===== config.mk =====
export PLATFORM = sky130hd
export DESIGN_NAME = mips_multicycle_control
export DESIGN_NICKNAME = d
export VERILOG_FILES = /design/src/rtl/mips_multicycle_control.sv
export SDC_FILE = /design/constraint.sdc
export NUM_CORES = 1
export LEC_CHECK = 0
export CAP_MARGIN = 20
export CORE_MARGIN = 10
export CORE_UTILIZATION = 33
export CTS_BUF_LIST = sky130_fd_sc_hd__clkbuf_8
export DETAILED_ROUTE_END_ITERATION = 7
export GPL_TIMING_DRIVEN = 0
export SLEW_MARGIN = 40
export SYNTH_ARGS = -nofsm -noshare
export SYNTH_HDL_FRONTEND = slang
export SYNTH_SLANG_ARGS = --single-unit

===== constraint.sdc =====
create_clock -name clk -period 1.9 [get_ports clk]
set_clock_uncertainty 0.1 [all_clocks]
set_input_delay 0.285 -clock clk [delete_from_list [all_inputs] [get_ports clk]]
set_output_delay 0.285 -clock clk [all_outputs]
set_load 0.05 [all_outputs]

===== src/rtl/mips_multicycle_control.sv =====
// Main control FSM for a multi-cycle MIPS datapath.
// It sequences FETCH/DECODE/EXEC/MEM/WB, decodes opcode/funct into the
// 5-bit ALU operation code, and drives the datapath strobes.
//
// Memory handshake: a request (mem_read_o / mem_write_o) is held for as long
// as the FSM sits in FETCH or MEM. The cycle in which mem_ready_i is high
// completes the transfer. If ready never arrives, the FSM gives up after
// MEM_TIMEOUT cycles. The request stays asserted during that last cycle,
// together with the bus_error_o pulse, and the FSM then returns to FETCH.
// A ready that arrives on the limit cycle still completes normally.
module mips_multicycle_control #(
  parameter int ALU_OP_W    = 5,
  parameter int MEM_TIMEOUT = 255
) (
  input  logic                clk,
  input  logic                reset,
  input  logic [5:0]          opcode_i,
  input  logic [5:0]          funct_i,
  input  logic                mem_ready_i,
  output logic [ALU_OP_W-1:0] alu_operation_o,
  output logic                alu_src_b_o,
  output logic                pc_write_o,
  output logic                pc_src_o,
  output logic                ir_write_o,
  output logic                mem_read_o,
  output logic                mem_write_o,
  output logic                i_or_d_o,
  output logic                reg_write_o,
  output logic [1:0]          reg_dst_o,
  output logic                mem_to_reg_o,
  output logic                illegal_o,
  output logic                bus_error_o,
  output logic [2:0]          state_o
);

  localparam logic [2:0] S_FETCH  = 3'd0;
  localparam logic [2:0] S_DECODE = 3'd1;
  localparam logic [2:0] S_EXEC   = 3'd2;
  localparam logic [2:0] S_MEM    = 3'd3;
  localparam logic [2:0] S_WB     = 3'd4;

  localparam logic [4:0] OP_ADD  = 5'd0;
  localparam logic [4:0] OP_SUB  = 5'd1;
  localparam logic [4:0] OP_OR   = 5'd2;
  localparam logic [4:0] OP_ORI  = 5'd3;
  localparam logic [4:0] OP_SRL  = 5'd4;
  localparam logic [4:0] OP_SLL  = 5'd5;
  localparam logic [4:0] OP_LUI  = 5'd6;
  localparam logic [4:0] OP_ANDI = 5'd7;
  localparam logic [4:0] OP_BEQ  = 5'd10;
  localparam logic [4:0] OP_BNE  = 5'd11;
  localparam logic [4:0] OP_NOR  = 5'd12;
  localparam logic [4:0] OP_AND  = 5'd13;
  localparam logic [4:0] OP_JMP  = 5'd14;
  localparam logic [4:0] OP_JAL  = 5'd15;
  localparam logic [4:0] OP_JR   = 5'd16;

  // Instruction classes: these decide the path taken after EXEC.
  localparam logic [2:0] C_ALU = 3'd0;  // register writeback of an ALU result
  localparam logic [2:0] C_LW  = 3'd1;
  localparam logic [2:0] C_SW  = 3'd2;
  localparam logic [2:0] C_PC  = 3'd3;  // beq/bne/j/jr: PC update only
  localparam logic [2:0] C_JAL = 3'd4;

  localparam logic [7:0] WAIT_LAST = 8'(MEM_TIMEOUT - 1);

  logic [2:0] state_q, state_d;
  logic [4:0] alu_op_q, alu_op_d;
  logic [2:0] cls_q, cls_d;
  logic       imm_q, imm_d;
  logic       rtype_q, rtype_d;
  logic [7:0] wait_q, wait_d;

  logic [4:0] dec_op;
  logic [2:0] dec_cls;
  logic       dec_imm;
  logic       dec_legal;
  logic       mem_phase;
  logic       timeout;
  logic [4:0] alu_op_out;

  // Decode the instruction-register fields into an ALU op and an instruction class.
  always_comb begin
    dec_op    = OP_ADD;
    dec_cls   = C_ALU;
    dec_imm   = 1'b0;
    dec_legal = 1'b1;
    if (opcode_i == 6'h00) begin
      case (funct_i)
        6'h20:   dec_op = OP_ADD;
        6'h22:   dec_op = OP_SUB;
        6'h24:   dec_op = OP_AND;
        6'h25:   dec_op = OP_OR;
        6'h27:   dec_op = OP_NOR;
        6'h00:   dec_op = OP_SLL;
        6'h02:   dec_op = OP_SRL;
        6'h08:   begin dec_op = OP_JR; dec_cls = C_PC; end
        default: dec_legal = 1'b0;
      endcase
    end else begin
      case (opcode_i)
        6'h08:   begin dec_op = OP_ADD;  dec_imm = 1'b1; end
        6'h0C:   begin dec_op = OP_ANDI; dec_imm = 1'b1; end
        6'h0D:   begin dec_op = OP_ORI;  dec_imm = 1'b1; end
        6'h0F:   begin dec_op = OP_LUI;  dec_imm = 1'b1; end
        6'h23:   begin dec_op = OP_ADD;  dec_imm = 1'b1; dec_cls = C_LW; end
        6'h2B:   begin dec_op = OP_ADD;  dec_imm = 1'b1; dec_cls = C_SW; end
        6'h04:   begin dec_op = OP_BEQ;  dec_cls = C_PC;  end
        6'h05:   begin dec_op = OP_BNE;  dec_cls = C_PC;  end
        6'h02:   begin dec_op = OP_JMP;  dec_cls = C_PC;  end
        6'h03:   begin dec_op = OP_JAL;  dec_cls = C_JAL; end
        default: dec_legal = 1'b0;
      endcase
    end
  end

  assign mem_phase = (state_q == S_FETCH) || (state_q == S_MEM);
  assign timeout   = mem_phase && !mem_ready_i && (wait_q == WAIT_LAST);

  // Next-state logic and the memory wait counter. The counter clears whenever
  // the FSM leaves a waiting state or times out, so it always starts at 0 on entry.
  always_comb begin
    state_d  = state_q;
    wait_d   = '0;
    alu_op_d = alu_op_q;
    cls_d    = cls_q;
    imm_d    = imm_q;
    rtype_d  = rtype_q;
    case (state_q)
      S_FETCH: begin
        if (mem_ready_i)  state_d = S_DECODE;
        else if (timeout) state_d = S_FETCH;
        else              wait_d  = wait_q + 8'd1;
      end
      S_DECODE: begin
        alu_op_d = dec_op;
        cls_d    = dec_cls;
        imm_d    = dec_imm;
        rtype_d  = (opcode_i == 6'h00);
        state_d  = dec_legal ? S_EXEC : S_FETCH;
      end
      S_EXEC: begin
        if (cls_q == C_PC || cls_q == C_JAL)    state_d = S_FETCH;
        else if (cls_q == C_LW || cls_q == C_SW) state_d = S_MEM;
        else                                     state_d = S_WB;
      end
      S_MEM: begin
        if (mem_ready_i)  state_d = (cls_q == C_LW) ? S_WB : S_FETCH;
        else if (timeout) state_d = S_FETCH;
        else              wait_d  = wait_q + 8'd1;
      end
      S_WB:    state_d = S_FETCH;
      default: state_d = S_FETCH;
    endcase
  end

  // State, decoded-op and wait-counter registers.
  always_ff @(posedge clk) begin
    if (reset) begin
      state_q  <= S_FETCH;
      alu_op_q <= OP_ADD;
      cls_q    <= C_ALU;
      imm_q    <= 1'b0;
      rtype_q  <= 1'b0;
      wait_q   <= '0;
    end else begin
      state_q  <= state_d;
      alu_op_q <= alu_op_d;
      cls_q    <= cls_d;
      imm_q    <= imm_d;
      rtype_q  <= rtype_d;
      wait_q   <= wait_d;
    end
  end

  // Datapath strobes. Everything is forced low while reset is asserted, so an
  // aborted instruction cannot write anything in the reset cycle.
  always_comb begin
    alu_op_out   = OP_ADD;
    alu_src_b_o  = 1'b0;
    pc_write_o   = 1'b0;
    pc_src_o     = 1'b0;
    ir_write_o   = 1'b0;
    mem_read_o   = 1'b0;
    mem_write_o  = 1'b0;
    i_or_d_o     = 1'b0;
    reg_write_o  = 1'b0;
    reg_dst_o    = 2'd0;
    mem_to_reg_o = 1'b0;
    illegal_o    = 1'b0;
    bus_error_o  = 1'b0;
    if (!reset) begin
      case (state_q)
        S_FETCH: begin
          mem_read_o  = 1'b1;
          ir_write_o  = mem_ready_i;
          pc_write_o  = mem_ready_i;
          bus_error_o = timeout;
        end
        S_DECODE: illegal_o = !dec_legal;
        S_EXEC: begin
          alu_op_out  = alu_op_q;
          alu_src_b_o = imm_q;
          if (cls_q == C_PC || cls_q == C_JAL) begin
            pc_write_o = 1'b1;
            pc_src_o   = 1'b1;
          end
          if (cls_q == C_JAL) begin
            reg_write_o = 1'b1;
            reg_dst_o   = 2'd2;
          end
        end
        S_MEM: begin
          i_or_d_o    = 1'b1;
          mem_read_o  = (cls_q == C_LW);
          mem_write_o = (cls_q == C_SW);
          bus_error_o = timeout;
        end
        S_WB: begin
          reg_write_o  = 1'b1;
          reg_dst_o    = rtype_q ? 2'd1 : 2'd0;
          mem_to_reg_o = (cls_q == C_LW);
        end
        default: ;
      endcase
    end
  end

  assign alu_operation_o = ALU_OP_W'(alu_op_out);
  assign state_o         = state_q;

endmodule


==> results.md, run 1 <==
* Die area at between 7000 and 8000 um2
* FF-to-FF setup slack at between 0.15 and 0.2 ns
* Die Y at about 85 um
* Post-Syn Nets at a little over 200
* Flop pwr share at between 40% and 50%
* Core area at roughly 4100 um2
* Crit end category: output pin
* Post-synthesis cell type count at 43
* Final Cycle Share at 107%
* Post-Place Cells at 271
* Crit path DAT at ~1.6 ns
* Longest Clk Path Bufs at 2
* Clk_lat worst skew at between 0.2 and 0.3 ns
* H-tree levels at 1
* RSZ-0062 raised after global routing: yes
* F_max at around 490 MHz
* CP delay by family, top: simple AND/OR/NAND/NOR gates
* Failing checks: negative setup slack
* Post-Synthesis Cells at 186
* Pwr Density at roughly 470 nW/um2
* Die Wd at 85.2 um
* Gr usage total at 10.7%
* First-pass GRT wire length at between 6000 and 7000 um
* Fin cells at 290
* Crit path required time at about 1.5 ns
* Vias at around 1500
* Actual slew at the worst max-slew pin at ~0.55 ns
* PnR Total Power at just over 1 mW
* Share of power burned in the clock network at 28.8%
* Internal power at approximately 0.72 mW
* Synth cell count leaders: nor2_1, dfxtp_1, and2_1
* Placer congestion estimate at roughly 0.76
* Final worst setup slack at -0.124 ns
* Synthesized area at between 1000 and 1500 um2
* Gate power share at around 26%
* Largest net degree at the start of global routing at 14
* Yosys top cell area share at around 30%
* Status: finished, violations left
* Sw Ratio at around 30%
* Layout cells sized above 1 at 37.5%
* DRC Markers at 0
* Antenna diodes at 0
* Switch Pwr at ~0.3 mW
* DR pass1 iterations at 4
* Nets at between 200 and 300
* Setup Viol. Count Final at 9
* VDD IR max at between 0.3 and 0.4 mV
* Hold_buf cts at 0
* Fillers at 401
* Worst-path fanout max at 6
* HPWL after DPL at just under 3000 um
* Post-DR wirelength/cell at ~14 um
* Ys flop type: dfxtp_1
* Ys async rst share at 0%
* CTS sink cnt at 21
* Most frequent cell after synthesis: nor2_1
* FF+latch count, synth at 21
* Post-synth EDFFs at 0
* Slew HR at between 60% and 70%
* Hold_ws at about 0.20 ns
* CP bufs+invs at 3
* Most frequent cell on the critical path: or2_4
* Total wire length at about 4000 um
* Initial core utilization at about 35%
* CTS tree: yes
* Via density at between 5 and 6
* Remaining antenna violation count at 0
* Iter 0 DRT Violations at 50
* CP Launch Type: primary input
* Root Buffer: clkbuf_8
* Final instance area at 2210 um2
* Initial antenna violation count at 0
* Seq/Total Area, Yosys at between 20% and 30%
* Slew Limit Fails at 0
* Max-cap violation count at 0
* P_leak at between 0.8 and 0.9 nW
* Final hold violation count at 0
* Max incr delay on CP at ~0.39 ns
* Port bufs at 35
* Avg Cell Area, Syn at ~7.5 um2
* Leading area contributor after synthesis: dfxtp_1
* Worst setup path category: in -> out
* CTS Buf Count at 3
* Crit-path cells: dlygate4sd2_1 -> or2_4 -> or3_4 -> clkinvlp_4 -> or2_4 -> buf_8
* Slowest CP cell: or3_4
* Area growth from synthesis to layout at 57.2%
* Worst-path clk slew at roughly 0.090 ns
* Placed instance area at ~1900 um2
* Gr ovfl total at 0
* Ys Warns at 0
* Site row count at 23
* Crit path time final at around 2.0 ns
* Top Ports at 36
* Synth area leaders: dfxtp_1, nor2_1, and2_1, xnor2_1, xor2_1
* Hold WC Path Type: in -> reg
* Setup_tns at -0.555 ns
* Vias in the first global route at approximately 1500
cells by family after synthesis:
kind of cell / synth area share, %
AND/OR/NAND/NOR: 39.5
flip-flops: 29.9
adder cells (fa/ha/maj): 1.78
multiplexers: 0.802
buffers and inverters: 3.74
AO/OA/AOI/OAI: 18.0
XOR/XNOR: 6.24
through the flow:
stage	worst slack (ns)	utilization, %
after CTS	-0.117	53.0
after detailed placement	-1.26	47.8
after floorplan	-0.168	-
after global placement	-1.54	47.6
final	-0.124	54.4
after global routing	-0.167	54.4
sequential cells by signal, indices dropped and copies added (netlist names):
register,count
alu_op_q,5
cls_q,3
state_o,3
wait_q,8
imm_q,1
rtype_q,1
cell type report:
type                       count  area, um2  area share [%]
buffer                         5       48.8            2.21
clock buffer                   3       41.3            1.87
clock inverter                 1       6.26           0.283
inverter                       5       22.5            1.02
multi-input combinational    151       1090            49.6
sequential                    21        434            19.7
tap                           50       62.6            2.83
timing repair buffer          54        497            22.5
worst register-to-register path: cells and delay by family (launching register included):
family / cells / cell delay (ns)
buf+inv: 2 / 0.55
compound gates: 2 / 0.33
flops: 1 / 0.38
simple gates: 1 / 0.30
path summary, 6_finish.rpt:
kind         startpoint  cells after the start     endpoint
min reg2reg       imm_q                      2        imm_q
min          funct_i[3]                      3  alu_op_q[4]
max reg2reg  state_o[0]                      5        imm_q
max               reset                      6   pc_write_o
layout by cell type, fill, tap and decap left out, types with 3 or more instances in the layout:
master,n
clkbuf_8,6
xnor2_1,5
buf_8,5
or3_4,3
a31oi_1,3
a21oi_1,6
buf_4,20
buf_6,12
a32oi_1,3
or2_4,6
dfxtp_4,3
nor2_1,33
and3_1,3
buf_2,3
clkdlybuf4s50_1,3
nand3_1,5
dlygate4sd2_1,8
dfxtp_1,16
nand2_1,9
a311oi_1,3
o21ai_0,3
xor2_1,5
inv_1,4
nand3b_1,3
nand2b_1,5
nor3_1,4
and2_2,6
nand4_1,3
per-layer routing:
layer	part of all wire, %	vias to the layer above	global-route usage (%)	wire length, um
met5	0	-	0	0
met4	0.53	0	2.10	21
met3	6.2	2	3.25	246
met2	45	32	18.0	1810
met1	48	697	13.0	1910
li1	-	767	-	-
power groups by stage:
stage / Combinational (mW) / Clock (mW) / Sequential, mW
2_1_floorplan: 0.145 / 0 / 0.476
3_3_place_gp: 0.233 / 0 / 0.471
3_5_place_dp: 0.234 / 0 / 0.472
4_1_cts: 0.257 / 0.306 / 0.468
5_1_grt: 0.291 / 0.318 / 0.470
6_report: 0.266 / 0.297 / 0.467
repair_timing:
action,4_1_cts,5_1_grt
endpoints found under the setup margin,26,20
buffers inserted,16,3
gates resized for setup,163,24
pin swaps,10,3
No activity file was read; power rests on OpenSTA's default activity.
==> inputs of run 2 (changes only) <==
--- a/config.mk
+++ b/config.mk
@@ -5,9 +5,10 @@
 export SDC_FILE = /design/constraint.sdc
 export NUM_CORES = 1
 export LEC_CHECK = 0
+export ABC_AREA = 1
 export CAP_MARGIN = 20
 export CORE_MARGIN = 10
-export CORE_UTILIZATION = 33
+export CORE_UTILIZATION = 30
 export CTS_BUF_LIST = sky130_fd_sc_hd__clkbuf_8
 export DETAILED_ROUTE_END_ITERATION = 7
 export GPL_TIMING_DRIVEN = 0
==> results.md, run 2 <==
* Iter 0 DRT Violations at 52 (+4.0%)
* DRC Markers at 0 (unchanged)
* Final hold violation count at 0 (unchanged)
* Hold WC Path Type: reg -> reg
* CTS sink cnt at 21 (unchanged)
* Worst-path clk slew at 0.08 ns (about the same)
* Via density at 4.45 (-14%)
* Post-Syn Nets at 240 (+18%)
* VDD IR max at 0.228 mV (-27%)
* Setup Viol. Count Final at 0 (-9)
* Final Cycle Share at 99.1% (-7.4 points)
* Post-synthesis cell type count at 33 (-23%)
* Synth cell count leaders: nor2_1, inv_1, nand2_1
* H-tree levels at 1 (unchanged)
* Most frequent cell after synthesis: nor2_1
* Synth area leaders: dfxtp_1, nor2_1, inv_1, nand2_1, nand3_1
* Leading area contributor after synthesis: dfxtp_1
* Seq/Total Area, Yosys at 28.9% (-1.1 points)
* Post-synth EDFFs at 0 (unchanged)
* Placer congestion estimate at 0.819 (+7.5%)
* Die area at 8040 um2 (+11%)
* Slew Limit Fails at 0 (unchanged)
* RSZ-0062 raised after global routing: yes
* Crit path time final at 1.88 ns (-0.141 ns)
* Ys flop type: dfxtp_1
* CP Launch Type: primary input
* Most frequent cells in the layout: inv_1, nand2_1, nor2_1
* Antenna diodes at 0 (unchanged)
* Top reg by flops: wait_q
* Commonest non-fill, non-tap cell in the layout: inv_1
* Gr ovfl total at 0 (unchanged)
* Max incr delay on CP at 0.29 ns (-0.10 ns)
* Ys Warns at 0 (unchanged)
* HPWL after DPL at 3030 um (+2.2%)
* Remaining antenna violation count at 0 (unchanged)
* Worst-path fanout max at 5 (-1)
* Core area at 4720 um2 (+16%)
* F_max at 531 MHz (+7.5%)
* Post-layout util at 46.2% (-8.2 points)
* Most frequent cell on the critical path: nor2_4
* Ys async rst share at 0% (unchanged)
* Root Buffer: clkbuf_8
* Total wire length at 3820 um (-4.2%)
* Layout cells sized above 1 at 36.4% (-1.1 points)
* Clk_lat worst skew at 0.26 ns (about the same)
* Post-DR wirelength/cell at 11.4 um (-17%)
* Synthesized area at 1460 um2 (+3.7%)
* Gr usage total at 9.69% (-0.97 points)
* Area growth from synthesis to layout at 49.9%
* Nets at 287 (+11%)
* Crit path required time at 1.51 ns (about the same)
* First-pass GRT wire length at 6300 um (-7.3%)
* Crit path DAT at 1.50 ns (-0.14 ns)
* Hold_ws at 0.372 ns (+0.175 ns)
* Die Wd at 89.6 um (+5.2%)
* DR pass1 iterations at 4 (unchanged)
* P_leak at 0.905 nW (+4.2%)
* Site row count at 25 (+8.7%)
* Port bufs at 35 (unchanged)
* Largest regs: wait_q: 8 flops, alu_op_q: 5 flops
* Crit-path cells: clkdlybuf4s15_1 -> or2_4 -> nor2_4 -> nor2_4 -> nand2_4 -> nor2_2 -> nand2_2 -> nor3_4 -> buf_6
* Die Y at 89.6 um (+5.2%)
* CTS tree: yes
* Yosys top cell area share at 28.9% (-1.1 points)
* Max-cap violation count at 0 (unchanged)
* CTS Buf Count at 3 (unchanged)
* Slowest CP cell: clkdlybuf4s15_1
* Avg Cell Area, Syn at 6.53 um2 (-14%)
* Setup_tns at 0 ns (+0.555 ns)
* Crit end category: output pin
* Pwr Density at 459 nW/um2 (-1.6%)
* Top Ports at 36 (unchanged)
* Initial antenna violation count at 0 (unchanged)
* Status: complete, no violations
* Vias at 1495 (-0.20%)
* FF+latch count, synth at 21 (unchanged)
* Vias in the first global route at 1463 (-3.6%)
* Fillers at 491 (+22%)
* Post-Synthesis Cells at 223 (+20%)
* Worst setup path category: in -> out
* Max reg flops at 8 (unchanged)
* Initial core utilization at 30.8% (-3.8 points)
* Longest Clk Path Bufs at 2 (unchanged)
* Largest net degree at the start of global routing at 13 (-1)
* Actual slew at the worst max-slew pin at 0.498 ns (-0.0555 ns)
* Slew HR at 66.7% (+3.6 points)
[run 2: cell types whose count changed in the layout (fill, tap and decap cells not counted), moves of 7 or more]
cell     before  now
nor2_1       33   25
nand3_1       5   15
nand2_1       9   27
nor2_4        1   17
inv_2         0    7
nor2_2        0    9
inv_1         4   30
[run 2: area by class of cell]
class	count	area (um2)	area share, %
Buffer	3	22.5	1.03
Clock buffer	3	41.3	1.89
Clock inverter	1	5.00	0.229
Inverter	38	148	6.77
Multi-Input combinational cell	162	1090	50.1
Sequential cell	21	424	19.4
Tap cell	67	83.8	3.84
Timing Repair Buffer	41	364	16.7
[run 2: final timing paths]
path          startpoint          to  slack (ns)  depth (start not counted)
max          opcode_i[0]   illegal_o        0.02                          9
min            wait_q[0]   wait_q[0]        0.37                          1
max reg2reg    wait_q[3]  state_o[0]        0.51                          8
min reg2reg    wait_q[0]   wait_q[0]        0.37                          1
[run 2: per-stage QoR]
step / power [mW] / instance area [um2] / setup slack [ns] / cells
global placement: 0.703 / 2020 / -0.948 / 325
CTS: 1.00 / 2130 / -0.0685 / 334
global route: 1.05 / 2180 / -0.0846 / 336
detailed placement: 0.705 / 2020 / -0.949 / 325
floorplan: 0.626 / 1580 / -0.121 / 223
finish: 1.00 / 2180 / 0.0166 / 336
[run 2: kinds of logic after synthesis]
group | synth area share (%)
flops | 28.9
fa+ha+maj | 1.72
compound gates | 11.6
buf+inv | 10.9
simple gates | 44.5
xor+xnor | 2.41
[run 2: where the power goes]
part           leakage (nW)  switching [mW]  internal [mW]
clock network        0.0255           0.146          0.146
logic                 0.708           0.155         0.0846
registers             0.172          0.0127          0.457
[run 2: layer usage]
metal	global-route usage, %	vias up	routed length (um)
met5	0	-	0
met4	3.76	0	34
met3	1.35	2	175
met2	16.8	32	1820
met1	11.7	652	1790
li1	-	809	-
[run 2: critical path: cells and delay by family]
family	cells	cell delay, ns
buffers and inverters	2	0.47
AND/OR/NAND/NOR	7	0.74
[run 2: what timing repair did]
item / CTS / global route
endpoints found under the setup margin: 18 / 16
pin swaps: 7 / 5
resized for setup: 145 / 19
buffers inserted: 5 / 1
gates cloned: 0 / 1
hold buffers: 0 / 0
==> inputs of run 3 (changes only) <==
--- a/config.mk
+++ b/config.mk
@@ -11,6 +11,7 @@
 export CORE_UTILIZATION = 30
 export CTS_BUF_LIST = sky130_fd_sc_hd__clkbuf_8
 export DETAILED_ROUTE_END_ITERATION = 7
+export DONT_BUFFER_PORTS = 1
 export GPL_TIMING_DRIVEN = 0
 export SLEW_MARGIN = 40
 export SYNTH_ARGS = -nofsm -noshare
==> results.md, run 3 (synthesis gave the netlist of run 2 again) <==
* R2R cell count at 8 (unchanged)
* Iter 0 DRT Violations at 36 (-31%)
* Max reg flops at 8 (unchanged)
* CTS Buf Count at 3 (unchanged)
* Largest net degree at the start of global routing at 13 (unchanged)
* Setup Viol. Count Final at 10 (+10)
* Site row count at 25 (unchanged)
* VDD IR max at 0.257 mV (+13%)
* Fin cells at 300 (-11%)
* CTS sink cnt at 21 (unchanged)
* Post-DR wirelength/cell at 11.8 um (+3.8%)
* Final worst setup slack at -0.0511 ns (-0.0678 ns)
* Fillers at 492 (+0.20%)
* Reg-to-reg critical path startpoint: wait_q[0]
* Die Wd at 89.6 um (unchanged)
* Final instance area at 1870 um2 (-14%)
* Worst min-delay path endpoint: state_o[0]
* Layout cells sized above 1 at 30.9% (-5.5 points)
* Commonest non-fill, non-tap cell in the layout: inv_1
* Gr ovfl total at 0 (unchanged)
* Hold_ws at 0.149 ns (-0.223 ns)
* CTS tree: yes
* Total wire length at 3540 um (-7.3%)
* Antenna diodes at 0 (unchanged)
* Met1 wire length at 1630 um (-9.0%)
* DRC Markers at 0 (unchanged)
* Multi-input gate area at 1080 um2 (-0.69%)
* Via density at 4.55 (+2.3%)
* P_leak at 0.717 nW (-21%)
* Hold_buf cts at 0 (unchanged)
* Vias in the first global route at 1254 (-14%)
* RSZ-0062 raised after global routing: yes
* Worst setup path category: reg -> out
* Final Cycle Share at 103% (+3.6 points)
* Longest Clk Path Bufs at 2 (unchanged)
* Worst-path fanout max at 5 (unchanged)
* Hold Path Origin: reset
* Sequential Area at 432 um2 (+1.8%)
* Initial core utilization at 30.8% (unchanged)
* Placed instance area at 1670 um2 (-17%)
* Hold WC Path Type: in -> reg
* DR pass1 iterations at 4 (unchanged)
* Top reg by flops: wait_q
* Slew Limit Fails at 0 (unchanged)
* Remaining antenna violation count at 0 (unchanged)
* Crit path DAT at 1.57 ns (+0.07 ns)
* Top Ports at 36 (unchanged)
* Root Buffer: clkbuf_8
* Largest regs: wait_q: 8 flops, alu_op_q: 5 flops
* Reg2reg end: state_o[1]
* Die Y at 89.6 um (unchanged)
* Pwr Density at 513 nW/um2 (+12%)
* H-tree levels at 1 (unchanged)
* Status: finished, violations left
* Crit path required time at 1.51 ns (about the same)
* Metal3 WL at 298 um (+70%)
* Clk_lat worst skew at 0.26 ns (about the same)
* CP Launch Type: flop
* Most frequent cells in the layout: inv_1, nand2_1, nor2_1
* Post-Place Cells at 290 (-11%)
* Area growth from synthesis to layout at 28.3%
* Failing checks: negative setup slack
* Placer congestion estimate at 0.859 (+4.9%)
* Nets at 251 (-13%)
* Actual slew at the worst max-slew pin at 0.742 ns (+0.244 ns)
* Top sig layer: met4
* F_max at 513 MHz (-3.5%)
* Core area at 4720 um2 (unchanged)
* Gr usage total at 8.85% (-0.84 points)
* Met2 WL at 1550 um (-15%)
* Initial antenna violation count at 0 (unchanged)
* Worst-path clk slew at 0.08 ns (about the same)
* Final hold violation count at 0 (unchanged)
* Vias at 1365 (-8.7%)
* Crit end category: output pin
* Die area at 8040 um2 (unchanged)
* Slew HR at 50.5% (-16 points)
* Crit path from: state_o[2]
* Crit path time final at 1.95 ns (+0.0678 ns)
* FF-to-FF setup slack at 0.49 ns (-0.02 ns)
* Max-cap violation count at 0 (unchanged)
* Hold path depth at 3 (+2)
* HPWL after DPL at 2810 um (-7.2%)
* First-pass GRT wire length at 5620 um (-11%)
* Port bufs at 0 (-100%)
## run 3: changes by cell type in the layout (fill, tap and decap cells not counted), moves of 4 or more
| cell | previous run | this run |
|---|---|---|
| inv_2 | 7 | 3 |
| dlygate4sd2_1 | 10 | 0 |
| buf_6 | 7 | 1 |
| buf_4 | 14 | 5 |
## run 3: cell type report
cell class              instances  area share [%]
flip-flops and latches         21            23.1
inverters                      38            7.91
plain buffers                   3            1.21
well taps                      67            4.49
clock inverters                 1           0.268
multi-input cells             162            58.1
repair buffers                  5            2.68
clock buffers                   3            2.21
## run 3: power by group
group          switching, mW  internal (mW)  total, mW
registers             0.0189          0.454      0.473
clock network          0.150          0.146      0.296
logic                  0.129         0.0603      0.189
total                  0.298          0.661      0.958
## run 3: what timing repair did
action | CTS | global route
buffers inserted | 2 | 3
setup endpoints to repair | 18 | 16
resized for setup | 16 | 10
cloned | 1 | 0
pin swaps | 6 | 9
## run 3: through the flow
step / util (%) / setup slack, ns / power [mW] / setup TNS, ns
2_1_floorplan: - / -0.121 / 0.626 / -0.739
3_3_place_gp: 35.3 / -0.270 / 0.651 / -3.46
3_5_place_dp: 35.4 / -0.300 / 0.653 / -3.33
4_1_cts: 38.4 / -0.121 / 0.954 / -1.24
5_1_grt: 39.5 / -0.106 / 1.00 / -1.10
6_report: 39.5 / -0.0511 / 0.958 / -0.301
## run 3: per-layer routing
| layer | up-vias | GRT usage (%) |
|---|---|---|
| li1 | 733 | - |
| met1 | 596 | 10.9 |
| met2 | 31 | 14.1 |
| met3 | 5 | 2.35 |
| met4 | 0 | 3.90 |
| met5 | - | 0 |
## run 3: worst max path at each step
stage	cells after the start	slack [ns]	end
after floorplan	2	-0.12	mem_to_reg_o
after detailed placement	3	-0.30	reg_write_o
after CTS	5	-0.12	reg_write_o
after global routing	4	-0.11	bus_error_o
final	3	-0.05	pc_write_o
after global placement	2	-0.27	mem_write_o
## run 3: critical path: stages (launching register included)
cell	delay, ns
dfxtp_4	0.43
nor2_1	0.24
nand2_1	0.22
o22ai_4	0.40
